## config.mk

```make
export PLATFORM = sky130hd
export DESIGN_NAME = pipe_adder_sat
export DESIGN_NICKNAME = d
export VERILOG_FILES = /design/src/rtl/pipe_adder_sat.sv
export SDC_FILE = /design/constraint.sdc
export NUM_CORES = 1
export LEC_CHECK = 0
export ABC_AREA = 1
export BUFFER_PORTS_ARGS = -buffer_cell sky130_fd_sc_hd__buf_2
export CAP_MARGIN = 20
export CORE_UTILIZATION = 23
export DETAILED_ROUTE_END_ITERATION = 10
export MAX_ROUTING_LAYER = met4
export SLEW_MARGIN = 20
export SYNTH_ARGS = -nofsm -noshare
export SYNTH_HDL_FRONTEND = slang
export SYNTH_SLANG_ARGS = --single-unit
export TNS_END_PERCENT = 100
```

## constraint.sdc

```tcl
create_clock -name clk -period 1.5 [get_ports clk]
set_input_delay 0.075 -clock clk [delete_from_list [all_inputs] [get_ports clk]]
set_output_delay 0.075 -clock clk [all_outputs]
set_load 0.05 [all_outputs]
```

## src/rtl/pipe_adder_sat.sv

```systemverilog
// Pipelined WIDTH-bit adder: STAGES carry-propagate segments with a registered
// carry between them, optional signed saturation, valid/ready on both sides.
module pipe_adder_sat #(
  parameter int WIDTH  = 16,
  parameter int STAGES = 2
) (
  input  logic             clk,
  input  logic             rst_n,
  input  logic             in_valid,
  output logic             in_ready,
  input  logic [WIDTH-1:0] A,
  input  logic [WIDTH-1:0] B,
  input  logic             CIN,
  input  logic             SAT,
  output logic             out_valid,
  input  logic             out_ready,
  output logic [WIDTH-1:0] SUM,
  output logic             CARRY,
  output logic             OVF
);
  localparam int SEG = WIDTH / STAGES;

  // The whole pipe moves in lockstep; bubbles are held rather than collapsed.
  logic adv;
  assign adv      = !out_valid || out_ready;
  assign in_ready = adv;

  for (genvar k = 0; k < STAGES; k++) begin : g_stage
    localparam int DONE = k * SEG;
    localparam int REM  = WIDTH - DONE;

    logic [REM-1:0]      aCur;
    logic [REM-1:0]      bCur;
    logic                cCur;
    logic                vCur;
    logic                satCur;
    logic [SEG:0]        segSum;
    logic [DONE+SEG-1:0] acc_d;

    if (k == 0) begin : g_src
      assign aCur   = A;
      assign bCur   = B;
      assign cCur   = CIN;
      assign vCur   = in_valid;
      assign satCur = SAT;
      assign acc_d  = segSum[SEG-1:0];
    end else begin : g_link
      assign aCur   = g_stage[k-1].g_mid.aRem_q;
      assign bCur   = g_stage[k-1].g_mid.bRem_q;
      assign cCur   = g_stage[k-1].g_mid.carry_q;
      assign vCur   = g_stage[k-1].g_mid.valid_q;
      assign satCur = g_stage[k-1].g_mid.sat_q;
      assign acc_d  = {segSum[SEG-1:0], g_stage[k-1].g_mid.acc_q};
    end

    assign segSum = {1'b0, aCur[SEG-1:0]} + {1'b0, bCur[SEG-1:0]} + {{SEG{1'b0}}, cCur};

    if (k < STAGES - 1) begin : g_mid
      logic [REM-SEG-1:0]  aRem_q;
      logic [REM-SEG-1:0]  bRem_q;
      logic [DONE+SEG-1:0] acc_q;
      logic                carry_q;
      logic                valid_q;
      logic                sat_q;

      // Upper operand segments ride along until their stage consumes them.
      always_ff @(posedge clk or negedge rst_n) begin
        if (!rst_n) begin
          aRem_q  <= '0;
          bRem_q  <= '0;
          acc_q   <= '0;
          carry_q <= 1'b0;
          valid_q <= 1'b0;
          sat_q   <= 1'b0;
        end else if (adv) begin
          aRem_q  <= aCur[REM-1:SEG];
          bRem_q  <= bCur[REM-1:SEG];
          acc_q   <= acc_d;
          carry_q <= segSum[SEG];
          valid_q <= vCur;
          sat_q   <= satCur;
        end
      end
    end else begin : g_last
      logic             ovf_d;
      logic [WIDTH-1:0] sum_d;

      // The top segment still holds the operand sign bits at this point.
      assign ovf_d = (aCur[SEG-1] == bCur[SEG-1]) && (acc_d[WIDTH-1] != aCur[SEG-1]);
      assign sum_d = (satCur && ovf_d)
                   ? (aCur[SEG-1] ? {1'b1, {(WIDTH-1){1'b0}}} : {1'b0, {(WIDTH-1){1'b1}}})
                   : acc_d;

      always_ff @(posedge clk or negedge rst_n) begin
        if (!rst_n) begin
          out_valid <= 1'b0;
          SUM       <= '0;
          CARRY     <= 1'b0;
          OVF       <= 1'b0;
        end else if (adv) begin
          out_valid <= vCur;
          if (vCur) begin
            SUM   <= sum_d;
            CARRY <= segSum[SEG];
            OVF   <= ovf_d;
          end
        end
      end
    end
  end

endmodule

```

==> results of run 1 <==
-- synthesized netlist by cell type (4+ instances only) --
cell type and number:
a21oi_1 14, nand3_1 10, a21oi_2 9, nand4_1 7
nor2_1 23, fa_1 4, o21ai_0 12, inv_1 28
nand2_2 4, clkbuf_1 6, dfrtp_1 46, nand2_1 108
ha_1 14
-- layout make-up --
| cell class | instances | share of cell area |
|---|---|---|
| Multi-Input combinational cell | 225 | 0.3927 |
| Sequential cell | 46 | 0.3198 |
| Timing Repair Buffer | 96 | 0.1837 |
| Tap cell | 140 | 0.04861 |
| Inverter | 29 | 0.03021 |
| Clock buffer | 5 | 0.01910 |
| Clock inverter | 3 | 0.005903 |
-- critical path: stages, from the launching register on --
cell and delay [ps]:
dfrtp_1 420, ha_4 250, nand2_2 100, inv_2 50
a21oi_4 230, nand2_4 80, nand2_2 140, nand4_4 160
nand2_1 140, a21oi_2 60
-- state kept, by name, summed over array words and instances, names as in the netlist --
signal	count
SUM	16
g_stage.g_mid.aRem_q	8
g_stage.g_mid.acc_q	8
g_stage.g_mid.bRem_q	8
CARRY	1
OVF	1
g_stage.g_mid.carry_q	1
g_stage.g_mid.sat_q	1
g_stage.g_mid.valid_q	1
out_valid	1
-- how the worst max path moves through the flow --
stage | from | to | slack, ps | depth (start not counted)
detailed placement | g_stage[0].g_mid.carry_q | SUM[10] | -230 | 9
floorplan | g_stage[0].g_mid.carry_q | SUM[11] | -110 | 9
global route | g_stage[0].g_mid.aRem_q[0] | CARRY | -320 | 10
finish | g_stage[0].g_mid.aRem_q[5] | SUM[13] | -240 | 9
CTS | g_stage[0].g_mid.aRem_q[0] | SUM[10] | -200 | 9
global placement | g_stage[0].g_mid.carry_q | SUM[6] | -200 | 9
-- cells in the final DEF, fill, tap and decap left out, drive strengths merged --
cell type and instances:
nand2 112, buf 81, dfrtp 46, inv 29, nor2 26, a21oi 24, dlygate4sd3 14, ha 14
o21ai 12, nand3 11, nand4 9, clkbuf 6, fa 4, xor2 3, or2 3, xnor2 2
clkinv 2, o211ai 1, a31oi 1, nand3b 1, o311ai 1, o21bai 1, clkinvlp 1
-- metrics by stage --
step	util	cells	hold slack (ps)	total power, mW
3_3_place_gp	0.2962	516	85.16	4.229
3_5_place_dp	0.2962	516	87.97	4.269
6_report	0.3324	544	5.349	5.216
4_1_cts	0.3228	541	5.941	5.131
2_1_floorplan	-	307	-220.6	3.562
5_1_grt	0.3324	544	1.264	5.590
-- repair_timing --
action	4_1_cts	5_1_grt
endpoints found under the setup margin	18	19
resized for setup	7	20
pin swaps	3	9
hold endpoints to repair	34	0
hold buffers	14	0
buffers inserted	2	2
cloned	1	1
-- power by group through the flow --
| stage | Clock [mW] | Sequential (mW) | Combinational (mW) |
|---|---|---|---|
| floorplan | 0 | 2.54 | 1.02 |
| global placement | 0 | 1.80 | 2.43 |
| detailed placement | 0 | 1.82 | 2.45 |
| CTS | 0.775 | 1.80 | 2.56 |
| global route | 0.831 | 1.84 | 2.92 |
| finish | 0.754 | 1.79 | 2.68 |
-- kinds of logic after synthesis --
family / share of synthesized area
buffers and inverters: 0.06182
AO/OA/AOI/OAI: 0.1001
adder cells (fa/ha/maj): 0.1001
flip-flops: 0.4514
AND/OR/NAND/NOR: 0.2694
XOR/XNOR: 0.01718
-- per-layer routing --
| metal | GRT usage | vias to the layer above |
|---|---|---|
| li1 | - | 1167 |
| met1 | 0.1464 | 1047 |
| met2 | 0.1894 | 38 |
| met3 | 0.02300 | 8 |
| met4 | 0.03523 | 0 |
| met5 | - | - |
==> flow_summary_export.csv, run 1 <==
group,metric,value,unit
outcome,run_status,"complete, but fails checks",
outcome,violations,"negative setup slack",
clock_tree,path_clk_slew,90,ps
synth,ys_ff_latch,46,
grt,grt_max_degree,26,
power,power_density,1447,nW/um^2
critical_path,r2r-start,"g_stage[0].g_mid.aRem_q[5]",
drt,finalWirelength,6274,microns
final_layout,multiInputGateArea,1415,sq um
final_layout,fillCellCount,1150,
critical_path,path_class,"reg -> reg",
drt,route.top_layer_used,"met4",
die,rows,38,
placement,dp_slack,-233.3,ps
final_layout,drive_above_1_share,0.3391,
power,vdd_drop_max,0.5161,mV
clock_tree,clkLatencyLatePin,290,ps
grt,grt_util_all_layers,0.1164,
synth,yosys_warnings,0,
sta,tightest_slew,533.8,ps
die,die-area,11510,sq um
final_layout,seq_area,1152,sq um
drt,first_iter_violations,79,
grt,grt_overflow,0,
die,core-area,10840,sq um
synth,avgSynthCellArea,8.306,sq um
synth,synth-edff-count,0,
power,pwr-share-seq,0.342,
sta,hold_violations,0,
die,initial_utilization,0.2352,
clock_tree,tritoncts,"built",
placement,dp_hpwl,4757,microns
grt,grt_pass1_wl,10270,microns
final_layout,antenna_cells,0,
drt,drc_errors,0,
sta,drv_slew,0,
sta,rsz0062_at_grt,"true",
clock_tree,clockBufferDepth,2,
sta,setup_viol,18,
sta,fmax,575.6,MHz
run,cap_viol_max_count,0,
grt,first_global_vias,2206,
synth,yosys.area.top_type,"dfrtp_1",
critical_path,crit_path_start_kind,"flop",
power,clkPwrFrac,0.144,
critical_path,r2r_slack,-240,ps
synth,synth_fp_nets,363,
drt,firstDrtPassIters,4,
clock_tree,clock-sinks,46,
sta,slew_headroom,0.6441,
drt,post_drt_wl_per_cell,11.53,microns
placement,gp_congestion,0.7872,
critical_path,end_kind,"flop",
final_layout,finish.instance_area,3603,sq um
synth,synthesis.area,2550,sq um
sta,setup_tns,-3697,ps
synth,yosysSeqAreaShare,0.4514,
synth,synthTopCellsByArea,"dfrtp_1 (45%), nand2_1 (16%), ha_1 (6.9%), inv_1 (4.1%), nor2_1 (3.4%)",
placement,port_buffers,57,
synth,synth_cell_types,29,
min_path,worst_hold_path.num_cells,3,
drt,met1Wirelength,2953,microns
sta,worst_slack,-237.3,ps
sta,period_minus_slack,1737,ps
critical_path,crit_fanout,7,
drt,wl_met3,207,microns
critical_path,worst_ep_arrival_time,1920,ps
final_layout,nets,459,
min_path,min-delay-start,"in_valid",
min_path,hp-class,"in -> reg",
grt,antenna_found_initial,0,
drt,num_vias,2260,
clock_tree,cts_buffers,5,
die,dieWidth,107.3,microns
power,p_sw,2.416,mW
final_layout,syn_to_final_growth,41.32,%
synth,ys.flop_type,"dfrtp_1",
power,p_comb_frac,0.513,
min_path,min_to,"g_stage[0].g_mid.valid_q",
die,die_height,107.3,microns
clock_tree,cts-root-buf,"clkbuf_8",
critical_path,r2r_cells,9,
synth,netlist.area_leader.share,0.4514,
power,p_leak,1.801,nW
synth,ys_async_sr_fraction,1.000,
placement,dpl_cell_area,3211,sq um
die,io_pins,58,
critical_path,r2r_end,"SUM[13]",
drt,ant_nets,0,
sta,finClkSkew,6.286,ps
drt,wl_met2,3021,microns
critical_path,worst_ep_required_time,1690,ps
synth,netlist_instances,307,
clock_tree,htree_levels,2,
drt,via_per_inst,4.154,
power,p_int,2.800,mW
sta,fin_crit_sh,1.158,
power,power.share.switching,0.4632,
Note: power is estimated with default switching activity, not from simulation.
==> inputs of run 2 (changes only) <==
--- a/config.mk
+++ b/config.mk
@@ -6,7 +6,7 @@
 export NUM_CORES = 1
 export LEC_CHECK = 0
 export ABC_AREA = 1
-export BUFFER_PORTS_ARGS = -buffer_cell sky130_fd_sc_hd__buf_2
+export BUFFER_PORTS_ARGS = -buffer_cell sky130_fd_sc_hd__buf_4
 export CAP_MARGIN = 20
 export CORE_UTILIZATION = 23
 export DETAILED_ROUTE_END_ITERATION = 10
==> flow_summary_export.csv, run 2 (synthesis gave the netlist of run 1 again) <==
group,metric,value,unit
critical_path,cpPeakStageDelay,410,ps
critical_path,crit_fanout,8,
final_layout,syn_to_final_growth,48.82,%
drt,num_vias,2313,
sta,hold_violations,0,
clock_tree,cts-root-buf,"clkbuf_8",
die,io_pins,58,
critical_path,worst_ep_arrival_time,1930,ps
sta,hold_ws,2.984,ps
drt,firstDrtPassIters,4,
final_layout,antenna_cells,0,
final_layout,drive_above_1_share,0.3301,
final_layout,finish.instance_area,3795,sq um
final_layout,final_cell_mix,"nand2_1 (101), buf_4 (82), dfrtp_1 (45)",
drt,route.top_layer_used,"met4",
grt,grt_overflow,0,
clock_tree,tritoncts,"built",
sta,worst_slack,-236.0,ps
power,clkPwrFrac,0.169,
clock_tree,cts_buffers,5,
placement,gp_congestion,0.8070,
clock_tree,clkLatencyLatePin,300,ps
die,initial_utilization,0.2352,
clock_tree,htree_levels,2,
sta,tightest_slew,697.9,ps
drt,wl_met2,3091,microns
critical_path,crit_chain,"fa_2, nand2_2, nand2_4, nand3_4, nand2_4, nand4_1, nand2_1, inv_2, clkbuf_16, a21oi_2",
drt,via_per_inst,4.213,
drt,ant_nets,0,
min_path,hp-class,"in -> reg",
grt,antenna_found_initial,0,
final_layout,largest_reg_flops,16,
final_layout,nets,464,
final_layout,largest_register,"SUM",
run,cap_viol_max_count,0,
sta,finClkSkew,12.28,ps
power,power.share.switching,0.4357,
clock_tree,clock-sinks,46,
critical_path,worst_ep_required_time,1700,ps
clock_tree,clockBufferDepth,2,
power,p_int,3.132,mW
critical_path,crit_path_frequent_cell,"nand2_4",
placement,dpl_cell_area,3348,sq um
die,rows,38,
sta,fmax,576.0,MHz
drt,drc_errors,0,
outcome,violations,"negative setup slack",
power,vdd_drop_max,0.6158,mV
die,core-area,10840,sq um
drt,post_drt_wl_per_cell,11.48,microns
power,power_density,1463,nW/um^2
grt,first_global_vias,2221,
die,die-area,11510,sq um
critical_path,crit_slowest_cell,"dfrtp_1",
sta,drv_slew,0,
sta,slew_headroom,0.5288,
power,pwr-share-seq,0.324,
sta,setup_viol,18,
critical_path,path_class,"reg -> reg",
drt,finalWirelength,6300,microns
critical_path,end_kind,"flop",
power,p_comb_frac,0.508,
placement,port_buffers,57,
power,p_sw,2.418,mW
die,dieWidth,107.3,microns
placement,dp_hpwl,4695,microns
outcome,run_status,"complete, but fails checks",
sta,rsz0062_at_grt,"true",
die,die_height,107.3,microns
drt,met1Wirelength,2867,microns
clock_tree,path_clk_slew,90,ps
grt,grt_pass1_wl,10400,microns
final_layout,final_common_cell,"nand2_1",
grt,grt_max_degree,47,
critical_path,crit_path_start_kind,"flop",
sta,fin_crit_sh,1.157,
drt,first_iter_violations,60,
grt,grt_util_all_layers,0.1176,
sta,period_minus_slack,1736,ps
power,p_leak,1.903,nW
drt,wl_met3,301,microns
-- run 2: area by class of cell --
class / instances / area, sq um
clock buffer: 5 / 68.82
fill: 1144 / 7046
inverter: 29 / 108.9
tap: 140 / 175.2
timing repair buffer: 101 / 830.8
multi-input combinational: 225 / 1415
sequential: 46 / 1152
clock inverter: 3 / 43.79
-- run 2: what timing repair did --
item / CTS / global route
buffers inserted: 1 / 4
setup endpoints to repair: 18 / 18
cloned: 1 / 1
hold buffers: 17 / 0
resized for setup: 4 / 16
pin swaps: 1 / 13
endpoints found under the hold margin: 62 / 0
-- run 2: per-layer routing --
| metal | global-route usage | vias up |
|---|---|---|
| met1 | 0.1486 | 1080 |
| met5 | - | - |
| li1 | - | 1186 |
| met2 | 0.1908 | 45 |
| met3 | 0.02300 | 2 |
| met4 | 0.03523 | 0 |
-- run 2: final timing paths --
check / start / end / slack (ps) / depth (start not counted)
worst max-delay path: g_stage[0].g_mid.aRem_q[0] / SUM[6] / -240 / 10
worst min-delay path: A[9] / g_stage[0].g_mid.aRem_q[1] / 3 / 3
worst max register to register: g_stage[0].g_mid.aRem_q[0] / SUM[6] / -240 / 10
worst min register to register: g_stage[0].g_mid.valid_q / out_valid / 480 / 2
max in group asynchronous: rst_n / out_valid / 770 / 2
min in group asynchronous: rst_n / g_stage[0].g_mid.sat_q / 310 / 2
-- run 2: metrics by stage --
stage / util / setup TNS [ps] / setup slack (ps) / total power, mW / instances
final: 0.3501 / -3838 / -236.0 / 5.551 / 549
after detailed placement: 0.3089 / -3849 / -220.5 / 4.447 / 517
after global routing: 0.3501 / -5684 / -340.7 / 5.929 / 549
after floorplan: - / -1327 / -109.3 / 3.562 / 307
after global placement: 0.3089 / -3425 / -196.4 / 4.400 / 517
after CTS: 0.3388 / -3841 / -230.9 / 5.476 / 544
-- run 2: power by group through the flow --
stage                     Sequential [mW]  Clock, mW  Combinational [mW]
after global routing                 1.85       1.01                3.07
after detailed placement             1.83          0                2.62
after global placement               1.81          0                2.59
final                                1.80      0.937                2.82
after floorplan                      2.54          0                1.02
after CTS                            1.81      0.965                2.71
-- run 2: worst max-delay path: cells and delay by family (launching register included) --
family                     cells  cell delay (ps)
and+or+nand+nor                6              470
DFF                            1              410
adders and majority gates      1              410
buffers and inverters          2              270
AOI/OAI and AO/OA              1               60
